$ cat src/rtl/serial_adder.sv
// Bit-serial adder: one full-adder cell plus a carry flop,
// adding LSB-first and presenting the result in parallel.

module half_add (
  input  logic x,
  input  logic y,
  output logic s,
  output logic c
);
  assign s = x ^ y;
  assign c = x & y;
endmodule

module serial_adder #(
  parameter int WIDTH = 8,
  parameter int CW    = 4
) (
  input  logic             clk,
  input  logic             rst,
  input  logic             start,
  input  logic [WIDTH-1:0] a,
  input  logic [WIDTH-1:0] b,
  input  logic             cin,
  output logic             busy,
  output logic             done,
  output logic [WIDTH-1:0] sum,
  output logic             cout
);

  typedef enum logic [1:0] {
    IDLE  = 2'd0,
    SHIFT = 2'd1,
    DONE  = 2'd2
  } state_t;

  localparam logic [CW-1:0] LAST = CW'(WIDTH - 1);

  state_t           state_q, state_d;
  logic [WIDTH-1:0] a_sr_q, a_sr_d;
  logic [WIDTH-1:0] b_sr_q, b_sr_d;
  logic [WIDTH-1:0] acc_q, acc_d;
  logic [WIDTH-1:0] sum_q, sum_d;
  logic [CW-1:0]    cnt_q, cnt_d;
  logic             c_q, c_d;
  logic             cout_q, cout_d;
  logic             busy_q, busy_d;
  logic             done_q, done_d;

  logic             hs1, hc1, fa_s, hc2, fa_c;
  logic [WIDTH-1:0] acc_shift;

  // Full adder built from two half adders on the LSBs and the carry flop.
  half_add u_ha0 (.x(a_sr_q[0]), .y(b_sr_q[0]), .s(hs1), .c(hc1));
  half_add u_ha1 (.x(hs1), .y(c_q), .s(fa_s), .c(hc2));
  assign fa_c = hc1 | hc2;

  // New sum bit enters at the MSB; after WIDTH shifts bit 0 lands at acc[0].
  assign acc_shift = WIDTH'({fa_s, acc_q} >> 1);

  // Next-state and datapath updates for the IDLE/SHIFT/DONE sequence.
  always_comb begin
    state_d = state_q;
    a_sr_d  = a_sr_q;
    b_sr_d  = b_sr_q;
    acc_d   = acc_q;
    sum_d   = sum_q;
    cnt_d   = cnt_q;
    c_d     = c_q;
    cout_d  = cout_q;
    busy_d  = busy_q;
    done_d  = 1'b0;
    unique case (state_q)
      IDLE: begin
        if (start) begin
          state_d = SHIFT;
          a_sr_d  = a;
          b_sr_d  = b;
          c_d     = cin;
          cnt_d   = '0;
          busy_d  = 1'b1;
        end
      end
      SHIFT: begin
        a_sr_d = a_sr_q >> 1;
        b_sr_d = b_sr_q >> 1;
        c_d    = fa_c;
        acc_d  = acc_shift;
        cnt_d  = cnt_q + CW'(1);
        if (cnt_q == LAST) begin
          state_d = DONE;
          sum_d   = acc_shift;
          cout_d  = fa_c;
          done_d  = 1'b1;
        end
      end
      DONE: begin
        state_d = IDLE;
        busy_d  = 1'b0;
      end
      default: begin
        state_d = IDLE;
        busy_d  = 1'b0;
      end
    endcase
  end

  // All state and registered outputs; reset clears everything at once.
  always_ff @(posedge clk or posedge rst) begin
    if (rst) begin
      state_q <= IDLE;
      a_sr_q  <= '0;
      b_sr_q  <= '0;
      acc_q   <= '0;
      sum_q   <= '0;
      cnt_q   <= '0;
      c_q     <= 1'b0;
      cout_q  <= 1'b0;
      busy_q  <= 1'b0;
      done_q  <= 1'b0;
    end else begin
      state_q <= state_d;
      a_sr_q  <= a_sr_d;
      b_sr_q  <= b_sr_d;
      acc_q   <= acc_d;
      sum_q   <= sum_d;
      cnt_q   <= cnt_d;
      c_q     <= c_d;
      cout_q  <= cout_d;
      busy_q  <= busy_d;
      done_q  <= done_d;
    end
  end

  assign busy = busy_q;
  assign done = done_q;
  assign sum  = sum_q;
  assign cout = cout_q;

endmodule

$ cat config.mk
export PLATFORM = sky130hd
export DESIGN_NAME = serial_adder
export DESIGN_NICKNAME = d
export VERILOG_FILES = /design/src/rtl/serial_adder.sv
export SDC_FILE = /design/constraint.sdc
export NUM_CORES = 1
export LEC_CHECK = 0
export CAP_MARGIN = 20
export CORE_UTILIZATION = 40
export CTS_CLUSTER_DIAMETER = 120
export DETAILED_ROUTE_END_ITERATION = 10
export PLACE_DENSITY_LB_ADDON = 0.08
export SKIP_CTS_REPAIR_TIMING = 1
export SYNTH_ARGS = -nofsm -noshare
export SYNTH_HDL_FRONTEND = slang
export SYNTH_SLANG_ARGS = --single-unit
$ cat constraint.sdc
create_clock -name clk -period 2.04 [get_ports clk]
set_input_delay 0.204 -clock clk [delete_from_list [all_inputs] [get_ports clk]]
set_output_delay 0.204 -clock clk [all_outputs]
set_load 0.05 [all_outputs]
* Yosys cells after proc, flatten, opt, wreduce, memory -nomap -nowiden
Cells that the tools add are included.
** Word-level totals
- Register bits :: 42
- Word-level logic and storage cells :: 42
- Bits of input ports :: 20
** Cells by class
- $add $sub $neg :: 1
- Eq/ne operators :: 4
- Bitwise gates (word level) :: 6
- Reductions and logical operators :: 6
- Muxes and demuxes :: 15
** Operator list (number)
- 8-bit case mux with 2 select lines :: 2
- 8-bit two-way mux :: 2
- 4-bit case mux with 2 select lines :: 1
- 2-bit AND reduction :: 4
- 4-bit by 1-bit adder with 4-bit output, second input constant :: 1
- 4-bit by 3-bit equality test with 1-bit output, second input constant :: 1
- 1-bit two-way mux :: 4
- 2-bit two-way mux :: 2
- 4-bit two-way mux :: 1
- 2-bit inequality test, second input constant :: 2
- 1-bit case mux with 2 select lines :: 2
- 2-bit case mux with 2 select lines :: 1
- 1-bit AND :: 2
- 2-bit by 1-bit equality test with 1-bit output, second input constant :: 1
- 2-bit logical NOT :: 1
- 2-bit nonzero test :: 1
- 1-bit XOR :: 2
- 1-bit inverter :: 1
- 1-bit OR :: 1

* Logic depth before layout (Yosys ltp)
- Word-level depth :: 4
- Depth in mapped cells :: 4

* Modules after synthesis
From an unflattened synthesis, not the netlist that was laid out.
** Unflattened totals
- Cells, all modules :: 139
- Area, all modules :: 1719.1 µm²
** By module, submodules not included
- serial_adder :: cells each 137, instances 1, area an instance 1694.1 µm²
- half_add :: cells each 1, instances 2, area an instance 12.5 µm²

* Least setup slack after synthesis
OpenSTA, ideal clock, no wires.
- Path kind :: register to register
- From :: reg cnt_q[0]
- To :: reg cout_q, in the netlist cout
- Data arrival time :: 1.308 ns
- Path slack :: 0.608 ns
- Period minus slack after synthesis :: 1.432 ns
- Cell stages (with the launch flop) :: 5
- Cell sequence :: dfrtp_1 > ha_1 > nand2_1 > nor3_4 > mux2_2
** On the way
- Cells in the longest elaborated chain, start to end :: 2
** RTL lines
- start: declaration :: RTL line 43 : logic [CW-1:0] cnt_q, cnt_d;
- start signal: assignment :: RTL line 126 : cnt_q <= cnt_d;
- 4-bit by 3-bit equality test with 1-bit output :: RTL line 89 : if (cnt_q == LAST) begin
- 2-bit AND reduction (no line)
- end signal: assignment :: RTL line 128 : cout_q <= cout_d;
- end: declaration :: RTL line 45 : logic cout_q, cout_d;
Every way passes these cells.
A chain may end at the register's enable or synchronous reset.

* Final worst setup path
- From :: reg sum_q[6], in the netlist sum[6]
- To :: out sum[6]
** RTL lines
- start: declaration :: RTL line 42 : logic [WIDTH-1:0] sum_q, sum_d;
- start signal: assignment :: RTL line 125 : sum_q <= sum_d;
- end: declaration :: RTL line 26 : output logic [WIDTH-1:0] sum,
No word-level cell between the ends.

==> results_dict.tcl <==
set metrics [dict create \
    outcome "finished clean" \
    critical-path-max-stage-delay_ns 0.80 \
    async_reset_ff_frac 1.000 \
    htree_num_levels 2 \
    die_w_um 67.25 \
    io_pins 31 \
    synthFlopType "dfrtp_1" \
    drtAntennaViolNets 0 \
    fin_worst_skew_ns 0.007631 \
    post-route-period-util 0.8083 \
    crit_fanout 2 \
    worst_pin_slew_ns 0.5750 \
    syn_area_um2 1703 \
    antenna_found_initial 0 \
    fillCellCount 362 \
    total_power_w 0.003509 \
    yosys_warnings 0 \
    dr.max_layer_used "met4" \
    cts_tree "built" \
    setup_viol 0 \
    wl_met2_mm 1.619 \
    layout_common_cells "dfrtp_1 (41), nand2_1 (40), clkdlybuf4s50_1 (30), o21ai_0 (17), a22oi_1 (14)" \
    wl_per_cell_um 13.06 \
    wl_met3_um 117 \
    io_buffers 30 \
    gp_congestion 0.6633 \
    rsz0062_at_grt "false" \
    rows 23 \
    p_leak_nw 0.9747 \
    worstSkewPairLatency_ns 0.29 \
    met1_length_mm 1.355 \
    hp-class "in -> async" \
    finalMaxSlewViolations 0 \
    cp_num_buf_inv 1 \
    syn2layout_area_growth_pct 29.02 \
    cts_root_buffer "clkbuf_8" \
    ys_seq_area_frac 0.6025 \
    synthCells 157 \
    grt_pass1_vias 1239 \
    via_per_inst 5.095 \
    relSlewSlack 0.6159 \
    vias 1238 \
    drc 0 \
    fin_ws_ns 0.3910 \
    critPathCaptureType "output port" \
    power.density_nw_per_um2 1597 \
    grt_remaining_overflow 0 \
    cp.arrival_ns 1.44 \
    clkTransAtPathRegs_ns 0.08 \
    hold_viol_final 0 \
    numCtsBuffers 5 \
    cts_max_path_buffers 2 \
    start_kind "register" \
    synthDistinctLibCells 23 \
    synth_edf_count 0 \
    drt_iter0_markers 52 \
    place_hpwl_mm 2.168 \
    synth_nets 179 \
    worst_ep_required_time_ns 1.84 \
    start_util 0.4197 \
    dp_slack_ns 0.3590 \
    crit_family "buffers and inverters" \
    layout_commonest_cell "dfrtp_1" \
    diodes 0 \
    layout-drive-gt1-share 0.1295 \
    design.core.area_um2 4058 \
    fmax_ghz 0.6064 \
    grt_max_degree 42 \
    die_height_um 67.25 \
    grt_usage 0.1668 \
    clock-sinks 41 \
    ys_ff_latch 41 \
    fin_tns_setup_ns 0 \
    nNetsFinal 214 \
    criticalPathCategory "reg -> out" \
    die-area_um2 4522 \
    maxCapViolations 0 \
    worst_path_max_delay_cell "clkdlybuf4s50_1" \
    min_period_ns 1.649 \
    cp_cell_sequence "clkdlybuf4s50_1" \
    syn_avg_cell_area_um2 10.85 \
    grt_pass1_wl_mm 5.388 \
    ir_drop_v 0.0004443 \
    routed_wl_mm 3.173 \
    first_pass_iters 4 \
]
state kept, by name (all words and copies together), names as in the netlist:
name     flops
done         1
state_q      2
cnt_q        4
cout         1
b_sr_q       8
a_sr_q       8
acc_q        7
sum          8
c_q          1
busy         1
cell type report:
| class | instances | area [um2] | share of cell area |
|---|---|---|---|
| well taps | 50 | 62.56 | 0.02847 |
| clock buffers | 7 | 86.33 | 0.03929 |
| multi-input cells | 105 | 631.9 | 0.2876 |
| repair buffers | 37 | 352.8 | 0.1606 |
| clock inverters | 1 | 30.03 | 0.01367 |
| flip-flops and latches | 41 | 1026 | 0.4670 |
| inverters | 2 | 7.507 | 0.003417 |
Yosys cell counts, types with 2 or more instances:
| master | count | area [um2] |
|---|---|---|
| mux2_2 | 10 | 112.6 |
| nand3_1 | 2 | 10.01 |
| nand2_1 | 40 | 150.1 |
| a22oi_1 | 14 | 105.1 |
| nor2b_1 | 4 | 25.02 |
| buf_2 | 3 | 15.01 |
| a22o_1 | 2 | 17.52 |
| nor2_1 | 4 | 15.01 |
| o21ai_0 | 17 | 85.08 |
| clkbuf_1 | 6 | 22.52 |
| dfrtp_1 | 41 | 1026 |
| inv_1 | 2 | 7.510 |
| a21oi_1 | 2 | 10.01 |
cell families (layout without fill, tap and decap cells):
logic type	Yosys count	after routing	synth area share
buf+inv	11	47	0.02645
compound gates	39	39	0.1470
flops	41	41	0.6025
mux	10	10	0.06613
fa+ha+maj	2	2	0.01910
simple gates	54	54	0.1389
metal layers:
layer | track usage | up-vias
met5 | 0 | -
met3 | 0.04392 | 8
met1 | 0.1650 | 595
met4 | 0.1037 | 0
li1 | - | 610
met2 | 0.3063 | 25
path summary, 6_finish.rpt:
path                            endpoint  depth (start not counted)  slack, ns  startpoint
worst max register to register    sum[0]                          4       0.39    cnt_q[0]
min in group clk                acc_q[1]                          2       0.48    acc_q[1]
worst min-delay path              sum[5]                          3       0.33         rst
worst min register to register  acc_q[1]                          2       0.48    acc_q[1]
worst max-delay path              sum[6]                          1       0.39      sum[6]
max in group asynchronous         sum[2]                          3       1.35         rst
metrics by stage:
stage                 util  cells  hold WS (ns)  cell area [um2]
detailed placement  0.5128    235        0.4634             2081
CTS                 0.5415    243        0.3621             2197
floorplan                -    157        0.3737             1703
global placement    0.5128    235        0.4611             2081
finish              0.5415    243        0.3340             2197
global route        0.5415    243        0.3857             2197
power by group:
| group | internal (W) | switching, W | total (W) |
|---|---|---|---|
| Clock | 0.000399 | 0.000269 | 0.000668 |
| Sequential | 0.00115 | 0.000206 | 0.00136 |
| Combinational | 0.000600 | 0.000883 | 0.00148 |
Note: power is estimated with default switching activity, not from simulation.
